`config.mk`:
```
export PLATFORM = sky130hd
export DESIGN_NAME = uart_tx_arbiter
export DESIGN_NICKNAME = d
export VERILOG_FILES = /design/src/rtl/uart_pkg.sv /design/src/rtl/uart_rr_pick.sv /design/src/rtl/uart_tx_arbiter.sv
export SDC_FILE = /design/constraint.sdc
export NUM_CORES = 1
export LEC_CHECK = 0
export CELL_PAD_IN_SITES_DETAIL_PLACEMENT = 1
export CELL_PAD_IN_SITES_GLOBAL_PLACEMENT = 1
export CORE_UTILIZATION = 30
export CTS_CLUSTER_SIZE = 16
export DETAILED_ROUTE_END_ITERATION = 10
export PLACE_DENSITY = 0.78
export REMOVE_ABC_BUFFERS = 1
export SLEW_MARGIN = 20
export SYNTH_ARGS = -nofsm -noshare
export SYNTH_HDL_FRONTEND = slang
export SYNTH_SLANG_ARGS = --single-unit
```
`constraint.sdc`:
```
create_clock -name clk -period 3.54 [get_ports clk]
set_input_delay 1.062 -clock clk [delete_from_list [all_inputs] [get_ports clk]]
set_output_delay 1.062 -clock clk [all_outputs]
set_load 0.005 [all_outputs]
```
`src/rtl/uart_pkg.sv`:
```
// Shared definitions for the UART transmit arbiter: FSM encoding and byte width.
package uart_pkg;

  localparam int UART_DATA_W = 8;
  localparam int BURST_CNT_W = 4;

  typedef logic [UART_DATA_W-1:0] uart_byte_t;

  typedef enum logic [1:0] {
    IDLE      = 2'd0,
    ISSUE     = 2'd1,
    WAIT_DONE = 2'd2
  } arb_state_t;

endpackage

```
`src/rtl/uart_rr_pick.sv`:
```
// Combinational round-robin picker: one-hot winner is the first asserted req
// at or after rr_ptr, wrapping past NUM_REQ-1 back to 0.
module uart_rr_pick #(
  parameter int NUM_REQ = 4,
  parameter int IDX_W   = $clog2(NUM_REQ)
) (
  input  logic [NUM_REQ-1:0] req,
  input  logic [IDX_W-1:0]   rr_ptr,
  output logic [NUM_REQ-1:0] winner
);

  // One extra bit on pos so rr_ptr + k cannot overflow before the wrap.
  always_comb begin
    logic [IDX_W:0] pos;
    logic           found;
    winner = '0;
    found  = 1'b0;
    pos    = '0;
    for (int k = 0; k < NUM_REQ; k++) begin
      pos = {1'b0, rr_ptr} + (IDX_W+1)'(k);
      if (pos >= (IDX_W+1)'(NUM_REQ)) begin
        pos = pos - (IDX_W+1)'(NUM_REQ);
      end
      if (!found && req[pos[IDX_W-1:0]]) begin
        winner[pos[IDX_W-1:0]] = 1'b1;
        found                  = 1'b1;
      end
    end
  end

endmodule

```
`src/rtl/uart_tx_arbiter.sv`:
```
// Shares one UART transmitter among NUM_REQ requesters with bounded bursts.
// Define UART_ARB_PRIO0_EN to let requester 0 win every arbitration it enters.
module uart_tx_arbiter
  import uart_pkg::*;
#(
  parameter int NUM_REQ   = 4,
  parameter int MAX_BURST = 4
) (
  input  logic                           clk,
  input  logic                           rst,
  input  logic [NUM_REQ-1:0]             req,
  input  logic [UART_DATA_W*NUM_REQ-1:0] req_data,
  input  logic [NUM_REQ-1:0]             req_last,
  output logic [NUM_REQ-1:0]             req_ack,
  output logic [NUM_REQ-1:0]             grant,
  output logic                           tx_start,
  output logic [UART_DATA_W-1:0]         tx_data,
  input  logic                           tx_busy,
  input  logic                           tx_done,
  output logic                           busy
);

  localparam int IDX_W = $clog2(NUM_REQ);

  arb_state_t               state;
  logic [IDX_W-1:0]         rr_ptr;
  logic [IDX_W-1:0]         gnt_idx;
  logic [IDX_W-1:0]         win_idx;
  logic [IDX_W-1:0]         next_ptr;
  logic [BURST_CNT_W-1:0]   burst_cnt;
  logic [BURST_CNT_W-1:0]   burst_nxt;
  logic                     last_q;
  logic [NUM_REQ-1:0]       rr_winner;
  logic [NUM_REQ-1:0]       winner;
  logic                     sel_req;
  logic                     sel_last;
  uart_byte_t               sel_data;

  uart_rr_pick #(
    .NUM_REQ (NUM_REQ),
    .IDX_W   (IDX_W)
  ) u_pick (
    .req    (req),
    .rr_ptr (rr_ptr),
    .winner (rr_winner)
  );

`ifdef UART_ARB_PRIO0_EN
  assign winner = req[0] ? NUM_REQ'(1) : rr_winner;
`else
  assign winner = rr_winner;
`endif

  always_comb begin
    win_idx = '0;
    for (int i = 0; i < NUM_REQ; i++) begin
      if (winner[i]) begin
        win_idx = IDX_W'(i);
      end
    end
  end

  // Grant is one-hot, so masking and OR-ing acts as the data mux.
  always_comb begin
    sel_data = '0;
    for (int i = 0; i < NUM_REQ; i++) begin
      sel_data = sel_data |
                 (req_data[UART_DATA_W*i +: UART_DATA_W] & {UART_DATA_W{grant[i]}});
    end
  end

  assign sel_req   = |(req & grant);
  assign sel_last  = |(req_last & grant);
  assign next_ptr  = (gnt_idx == IDX_W'(NUM_REQ-1)) ? '0 : gnt_idx + IDX_W'(1);
  assign burst_nxt = burst_cnt + BURST_CNT_W'(1);

  // Strobes default low each cycle so tx_start and req_ack are single-cycle pulses.
  always_ff @(posedge clk or posedge rst) begin
    if (rst) begin
      state     <= IDLE;
      grant     <= '0;
      gnt_idx   <= '0;
      req_ack   <= '0;
      tx_start  <= 1'b0;
      tx_data   <= '0;
      busy      <= 1'b0;
      rr_ptr    <= '0;
      burst_cnt <= '0;
      last_q    <= 1'b0;
    end else begin
      tx_start <= 1'b0;
      req_ack  <= '0;
      case (state)
        IDLE: begin
          if (|req) begin
            grant     <= winner;
            gnt_idx   <= win_idx;
            burst_cnt <= '0;
            state     <= ISSUE;
            busy      <= 1'b1;
          end
        end
        ISSUE: begin
          if (!sel_req) begin
            grant  <= '0;
            rr_ptr <= next_ptr;
            state  <= IDLE;
            busy   <= 1'b0;
          end else if (!tx_busy) begin
            tx_start <= 1'b1;
            req_ack  <= grant;
            tx_data  <= sel_data;
            last_q   <= sel_last;
            state    <= WAIT_DONE;
          end
        end
        WAIT_DONE: begin
          if (tx_done) begin
            burst_cnt <= burst_nxt;
            if (last_q || (burst_nxt >= BURST_CNT_W'(MAX_BURST)) || !sel_req) begin
              rr_ptr <= next_ptr;
              grant  <= '0;
              state  <= IDLE;
              busy   <= 1'b0;
            end else begin
              state <= ISSUE;
            end
          end
        end
        default: begin
          grant <= '0;
          state <= IDLE;
          busy  <= 1'b0;
        end
      endcase
    end
  end

endmodule

```
# == Yosys cells after proc, flatten, opt, wreduce, memory -nomap -nowiden ==
# Cells that the tools add are included.
# word_totals
inputBits,44
ram_bits,0
regBits,29
mem_count,0
elab_cells,138
latch_bits,0
romBits,0
output_inout_bits,18
# classes
mul,0
n_shift,0
add_sub_neg,9
reduce_logical,25
n_eq_ne,8
mux,60
n_bitwise,13
magnitude_cmp,13
div,0
# op_table
cell,count
$mux 4,13
$and 8x8->8,4
$mux 2,14
$or 8x8->8,3
$mux 1,20
$lt 2x3->1 const B,4
$or 4x4->4,3
$pmux 4 s3,1
$reduce_or 4->1,3
$ge 3x3->1 const B,3
$reduce_and 3->1,3
$and 4x4->4,2
$bmux 1 s2,4
$demux 1 s2,4
$ge 2x1->1 const B,4
$ne 2x2->1 const B,4
$pmux 4 s2,1
$reduce_and 4->1,2
$sub 2x1->2 const B,4
$logic_and 1x1->1,7
$add 2x2->3 const B,2
$pmux 2 s3,1
$add 4x1->4 const B,1
$eq 2x2->1 const B,2
other kinds (14),19

# == Depth between registers and ports, before layout ==
# Gate-level depths: netlist of the first run.
# depth
depth_word,17
ltp_mapped,8
ltp_nobuf,7

# == Hierarchy ==
# From an unflattened synthesis of the first run, not the netlist that was laid out.
# hier_totals
cells_unflattened,200
area_unflattened_um2,1920.6
# modules_own_cells
mod,n_inst,seq_area_each_um2,area_each_um2,cells_each
uart_tx_arbiter,1,725.7,1617.8,170
uart_rr_pick,1,0.0,302.8,30

# == Worst setup path before layout of the first run ==
# Ideal clock, no wire load.
# synth_path
path_type,input to register
startpoint,input port req[3]
endpoint,register gnt_idx[1]
path_stages,6
t_arrival_ns,2.710
setup_slack_ns,0.749
n_path_buf,1
required_ns,3.459
setup_time_ns,0.081
cell_sequence,buf_4 mux4_1 or3b_1 o221a_1 a21boi_4 a31oi_2
# synth_between
elab_chain_cells,14
elab_cells_between_ends,28
cone_classes,17 x mux; 3 x bitwise; 8 x reduce/logical
# synth_lines
element,line,text
from (decl),uart_tx_arbiter.sv:11,"input logic [NUM_REQ-1:0] req,"
$bmux 1 s2,uart_rr_pick.sv:24,if (!found && req[pos[IDX_W-1:0]]) begin
$mux 1 (implied by the code),uart_rr_pick.sv:24,
$mux 1,uart_rr_pick.sv:24,
$logic_not 1->1,uart_rr_pick.sv:24,
$logic_and 1x1->1,uart_rr_pick.sv:24,
$mux 1,uart_rr_pick.sv:24,
$logic_not 1->1,uart_rr_pick.sv:24,
$logic_and 1x1->1,uart_rr_pick.sv:24,
$mux 1,uart_rr_pick.sv:24,
$logic_not 1->1,uart_rr_pick.sv:24,
$logic_and 1x1->1,uart_rr_pick.sv:24,
$mux 4,uart_rr_pick.sv:24,
$mux 2 (2 in a row),uart_tx_arbiter.sv:57,if (winner[i]) begin
to (signal assigned),uart_tx_arbiter.sv:97,gnt_idx <= win_idx;
to (decl),uart_tx_arbiter.sv:27,logic [IDX_W-1:0] gnt_idx;
# Several ways; a longest one is shown, not always the timed one. The select of a mux whose other input is x is not followed.
# A chain may end at the register's enable or synchronous reset.

# == Worst setup path after layout of the first run ==
# layout_path
startpoint,input port req[3]
endpoint,register gnt_idx[0]
# layout_between
elab_chain_cells,15
elab_cells_between_ends,29
cone_classes,18 x mux; 3 x bitwise; 8 x reduce/logical
# layout_lines
element,line
$bmux 1 s2,uart_rr_pick.sv:24
$mux 1 (implied by the code),uart_rr_pick.sv:24
$mux 1,uart_rr_pick.sv:24
$logic_not 1->1,uart_rr_pick.sv:24
$logic_and 1x1->1,uart_rr_pick.sv:24
$mux 1,uart_rr_pick.sv:24
$logic_not 1->1,uart_rr_pick.sv:24
$logic_and 1x1->1,uart_rr_pick.sv:24
$mux 1,uart_rr_pick.sv:24
$logic_not 1->1,uart_rr_pick.sv:24
$logic_and 1x1->1,uart_rr_pick.sv:24
$mux 4,uart_rr_pick.sv:24
$mux 1,uart_tx_arbiter.sv:57
$mux 2 (2 in a row),uart_tx_arbiter.sv:57
# Several ways; a longest one is shown, not always the timed one. The select of a mux whose other input is x is not followed.

==> metrics.txt, run 1 <==
Synth Instances 185; design area 0.00258 mm2; vias 1710; Max VDD drop 0.000231 V; number of CTS-inserted buffers 5; fmax 0.322 GHz; Tot GR Track Use 0.168; worst r2r dst gnt_idx[0]; crit path max fanout 10; Post-synth EDFFs 0; CP Launch Point req[3]; CTS Sinks 29; CTS tree done; final period demand of the worst path 3.11 ns; Setup WS post-layout 0.433 ns; nets@finish 300; IO buf count 61; layout cells sized above 1 0.0968; largest net degree at the start of global routing 30; Post-DP Area 0.00250 mm2; max-slew violations 0; setup TNS 0 ns; Post-Place Cells 315; DR WL met3 212 um; Comb power frac 0.521; Worst R2R Path Depth 7; clk root buf clkbuf_8; DIE WIDTH 80.1 um; # rows 28; synthesis warning total 0; Clock power frac 0.154; n_diodes 0; grt total ovfl 0; FF-to-FF setup slack 0.71 ns; Tcrit/Tclk final 0.878; Setup Buffers After CTS 0; Psw 670 uW; Post-synth ARST share 1.00; Top Metal Used met4; Static Leak 1.02 nW; Max-Cap Viols 0; DP Wirelength 3920 um; Cell Count, Final, Fillers Out 323; total power 1.71 mW; Int Power 1.04 mW; Mapped Avg Cell Area 9.89 um2; slew margin rel. 0.519; Ports 62; Reg area 726 um2; worst-case clock buffer depth 2; Setup crit start kind input pin; CP Data Required Time 3.74 ns; register area share after synthesis 0.397; Area growth syn-to-layout 41.2%; Top FF cell, synth dfrtp_1; post-DR vias/cell 5.29; Routed WL 5220 um; antenna-violating nets left 0; first-pass GRT wire length 8200 um; GP Congestion 0.765; reg2reg start rr_ptr[1]; FILL cells 681; Synth cell types 46; RSZ-0062 raised after global routing false; switch share 0.391; FF+latch count, synth 29; Final Util 0.439; Mapped Area 0.00183 mm2; commonest non-fill, non-tap cell in the layout clkdlybuf4s50_1; Routed wire per std cell 16.1 um; sequential power share 0.326; Worst Tran Pin Value 0.716 ns; max incr delay on CP 0.65 ns; Setup CP Type input pin to register; Core Region 0.00589 mm2; commonest non-fill, non-tap cells in the layout 61 x clkdlybuf4s50_1, 29 x dfrtp_1, 18 x a22oi_1; Initial DRC Count 31; Final Skew 0.00412 ns; CP max-delay cell mux4_1; worst path cell trace clkdlybuf4s50_1 > mux4_1 > or3b_1 > o221ai_1 > o221ai_1 > a31oi_1; area of the multi-input gates 968 um2; number of global-route vias before repair 1737; status complete, no violations; Metal-1 WL 2390 um; cts hold-fix bufs 0; met2 wire len 2560 um; clock latency at the later pin of the worst-skew pair 0.28 ns; Final Setup Violations 0; Arr. time, crit path 3.31 ns; clock slew at reported path FFs 0.06 ns; CTS resizes 0; Starting Density 0.311; Hold Worst Slack 0.540 ns; Setup crit end kind register; die area 0.00641 mm2; residual DRC count 0; worst min-delay path class register to register; Setup Slack @ Placement 0.159 ns; height of the die 80.1 um; final hold violation count 0; Top cell by count, worst path o221ai_1; H-tree Lvls 2; end of the critical path gnt_idx[0]; DR pass1 iterations 4; initial antenna violation count 0; Power Dens Cells 663 mW/mm2
[metal layers]
layer	global-route usage	vias up
li1	-	816
met3	0.0364	6
met5	0	-
met1	0.206	850
met2	0.295	38
met4	0.0482	0
[registers in the layout (all words and copies together) (netlist names)]
name and count:
busy 1, tx_start 1, req_ack 4, tx_data 8, rr_ptr 2, gnt_idx 2, burst_cnt 4, state 2
grant 4, last_q 1
[final cells by class]
class | count | share of cell area
Clock buffer | 6 | 0.0281
Clock inverter | 2 | 0.00388
Inverter | 15 | 0.0218
Multi-Input combinational cell | 129 | 0.375
Sequential cell | 29 | 0.281
Tap cell | 75 | 0.0363
Timing Repair Buffer | 67 | 0.254
[cells in the mapped netlist, types with 2 or more instances]
master / count / area (um2)
nand2_1: 8 / 30.0
a21oi_1: 3 / 15.0
ha_1: 9 / 113
a22oi_1: 18 / 135
a31oi_1: 11 / 68.8
a22o_1: 2 / 17.5
nor2_1: 16 / 60.1
dfrtp_1: 29 / 726
o22ai_1: 2 / 12.5
nand3_1: 7 / 35.0
nor3_1: 3 / 15.0
nand3b_1: 5 / 37.5
mux2_2: 2 / 22.5
clkbuf_1: 6 / 22.5
nor4_1: 5 / 31.3
inv_1: 15 / 56.3
clkbuf_8: 2 / 27.5
o221ai_1: 3 / 26.3
mux4_1: 3 / 78.8
o21ai_0: 8 / 40.0
nand2b_1: 3 / 18.8
[worst min path at each step]
stage | start | endpoint | slack (ns) | cells after the start
6_report | burst_cnt[3] | burst_cnt[3] | 0.54 | 2
5_1_grt | tx_data[4] | tx_data[4] | 0.58 | 2
4_1_cts | burst_cnt[0] | burst_cnt[0] | 0.55 | 1
3_5_place_dp | burst_cnt[0] | burst_cnt[0] | 0.54 | 1
3_3_place_gp | burst_cnt[3] | burst_cnt[3] | 0.51 | 2
2_1_floorplan | burst_cnt[0] | burst_cnt[0] | 0.49 | 1
[power by group through the flow]
| stage | registers [mW] | clock network (mW) | logic (mW) |
|---|---|---|---|
| final | 0.558 | 0.263 | 0.892 |
| after global routing | 0.571 | 0.292 | 0.982 |
| after global placement | 0.556 | 0 | 0.872 |
| after CTS | 0.558 | 0.273 | 0.897 |
| after detailed placement | 0.561 | 0 | 0.894 |
| after floorplan | 0.553 | 0 | 0.524 |
[cell families (layout without fill, tap and decap cells)]
kind of cell | count (synthesis) | in the layout | synth area share
simple gates | 56 | 56 | 0.161
flops | 29 | 29 | 0.397
fa+ha+maj | 9 | 9 | 0.0616
mux | 6 | 6 | 0.0677
compound gates | 57 | 57 | 0.232
xor+xnor | 1 | 1 | 0.00479
buf+inv | 27 | 90 | 0.0766
[critical path, delay by kind of cell]
family          cells  cell delay [ns]
simple gates        1             0.43
compound gates      3             0.62
buf+inv             1             0.55
mux                 1             0.65
Power figures use the tool's default switching activity.
==> run 2: changes to the inputs <==
- ABC_AREA: default -> 1
- PLACE_DENSITY: 0.78 -> 0.81
==> metrics.txt, run 2 <==
Worst Tran Pin Value 0.617 ns (-0.0990 ns); FF+latch count, synth 29 (unchanged); Comb power frac 0.548 (+0.027); height of the die 80.6 um (+0.60%); worst-case clock buffer depth 2 (unchanged); largest cells by area after synthesis dfrtp_1 39%, nand2_1 17%, ha_1 6.1%; Mapped Area 0.00185 mm2 (+1.2%); antenna-violating nets left 0 (unchanged); commonest non-fill, non-tap cells in the layout 85 x nand2_1, 61 x clkdlybuf4s50_1, 29 x dfrtp_1; Top FF cell, synth dfrtp_1; total power 1.83 mW (+7.0%); Area growth syn-to-layout 43.2%; final period demand of the worst path 2.63 ns (-0.475 ns); commonest non-fill, non-tap cell in the layout nand2_1; status complete, no violations; DR pass1 iterations 4 (unchanged); M1 GR Usage 0.221 (+0.0155); FF-to-FF setup slack 1.43 ns (+0.72 ns); cts hold-fix bufs 0 (unchanged); reg2reg start rr_ptr[0]; global routing's busiest layer met2; largest net degree at the start of global routing 30 (unchanged); vias 1880 (+9.9%); DP Wirelength 4620 um (+18%); Power Dens Cells 691 mW/mm2 (+4.2%); number of global-route vias before repair 1914 (+10%); DIE WIDTH 80.6 um (+0.60%); residual DRC count 0 (unchanged); # rows 28 (unchanged); fmax 0.380 GHz (+18%); Post-synth ARST share 1.00 (unchanged); Synth top cells by count 85 x nand2_1, 29 x dfrtp_1, 24 x inv_1; die area 0.00649 mm2 (+1.2%); crit path max fanout 23 (+13); Yosys top cell area share 0.392 (-0.00482); Tot GR Track Use 0.189 (+0.0209); RSZ-0062 raised after global routing false; first-pass GRT wire length 9220 um (+12%); Static Leak 1.27 nW (+24%); cell with the most instances after synthesis nand2_1; HP Start tx_data[1]; nets@finish 364 (+21%); Hold Path Stages 2 (unchanged); Worst R2R Path Depth 11 (+4); FILL cells 746 (+9.5%); IO buf count 61 (unchanged); final hold violation count 0 (unchanged); Hold Path End tx_data[1]; Psw 805 uW (+20%); clk root buf clkbuf_8; slew margin rel. 0.588 (+0.0692); sequential power share 0.289 (-0.037); Core Region 0.00592 mm2 (+0.60%); Initial DRC Count 68 (+120%); Setup crit start kind input pin; Setup Buffers After CTS 0 (unchanged); Mapped Avg Cell Area 7.56 um2 (-24%); Post-synth EDFFs 0 (unchanged); largest reg by FF count tx_data; Max VDD drop 0.000327 V (+41%); clock slew at reported path FFs 0.07 ns (about the same); Setup CP Type input pin to register; CTS tree done; Synth cell types 30 (-35%); H-tree Lvls 2 (unchanged); Starting Density 0.313 (+0.00196); worst r2r dst gnt_idx[0]; GP Congestion 0.821 (+7.3%); layout cells sized above 1 0.103 (+0.00579); synthesis warning total 0 (unchanged); Ports 62 (unchanged); worst min-delay path class register to register; Clock power frac 0.164 (+0.010); CTS Sinks 29 (unchanged); initial antenna violation count 0 (unchanged); clock latency at the later pin of the worst-skew pair 0.28 ns (about the same); number of CTS-inserted buffers 5 (unchanged); Routed WL 5720 um (+9.7%); n_diodes 0 (unchanged); CTS resizes 0 (unchanged); max reg flops 8 (unchanged); Setup crit end kind register; Arr. time, crit path 2.75 ns (-0.56 ns); Int Power 1.03 mW (-1.4%); grt total ovfl 0 (unchanged); Final Setup Violations 0 (unchanged); met2 Use GR 0.337 (+0.0424); Tcrit/Tclk final 0.743 (-0.134); Max-Cap Viols 0 (unchanged); post-DR vias/cell 4.86 (-8.2%); setup TNS 0 ns (unchanged); CP Data Required Time 3.66 ns (-0.08 ns); met3 usage 0.0545 (+0.0182); register area share after synthesis 0.392 (-0.00482); switch share 0.439 (+0.0481); Synth area leader dfrtp_1; Routed wire per std cell 14.8 um (-8.4%); max-slew violations 0 (unchanged); Final Skew 0.00927 ns (+0.00515 ns); Synth Instances 245 (+32%)
run 2: worst max-delay path by stage:
stage,start,end,slack [ns],depth (start not counted)
2_1_floorplan,req[2],tx_data[4],1.54,6
3_3_place_gp,req[2],tx_data[5],0.75,7
3_5_place_dp,req[2],tx_data[5],0.59,7
4_1_cts,req[2],tx_data[5],0.89,7
5_1_grt,req[2],tx_data[5],0.69,7
6_report,req[2],tx_data[5],0.91,7
run 2: power groups by stage:
stage	Clock, mW	Sequential (mW)	Combinational, mW
2_1_floorplan	0	0.533	0.621
3_3_place_gp	0	0.536	0.973
3_5_place_dp	0	0.537	1.01
4_1_cts	0.309	0.531	1.02
5_1_grt	0.321	0.544	1.14
6_report	0.300	0.529	1.00
run 2: cell families (layout without fill, tap and decap cells):
family | count (synthesis) | after routing | share of synthesized area
flip-flops | 29 | 29 | 0.392
AO/OA/AOI/OAI | 30 | 30 | 0.105
adder cells (fa/ha/maj) | 9 | 9 | 0.0608
XOR/XNOR | 2 | 2 | 0.00946
AND/OR/NAND/NOR | 140 | 140 | 0.350
buffers and inverters | 35 | 102 | 0.0824
run 2: worst max-delay path, cell delays in order:
cell,delay (ns)
clkdlybuf4s50_1,0.52
nand2_1,0.12
nand4_1,0.17
nand2_1,0.14
nor2_2,0.04
inv_1,0.46
o21ai_0,0.23
run 2: final cells by class:
type                       instances  area, um2  area share
multi-input combinational        181        973       0.367
sequential                        29        726       0.274
timing repair buffer              66        648       0.244
inverter                          28        110      0.0415
clock buffer                       7       96.3      0.0363
tap                               75       93.8      0.0354
clock inverter                     1       5.00     0.00189
run 2: stage by stage:
stage	hold WS (ns)	std cells	cell area, um2	setup slack, ns	utilization
2_1_floorplan	0.459	238	1810	1.54	-
3_3_place_gp	0.467	379	2550	0.748	0.431
3_5_place_dp	0.479	379	2550	0.592	0.431
4_1_cts	0.496	387	2650	0.893	0.448
5_1_grt	0.520	387	2650	0.686	0.448
6_report	0.495	387	2650	0.908	0.448
run 2: layer usage:
layer | vias up | wire (um)
met5 | - | 0
met4 | 0 | 44
met3 | 4 | 396
met2 | 47 | 2770
met1 | 899 | 2520
li1 | 930 | -
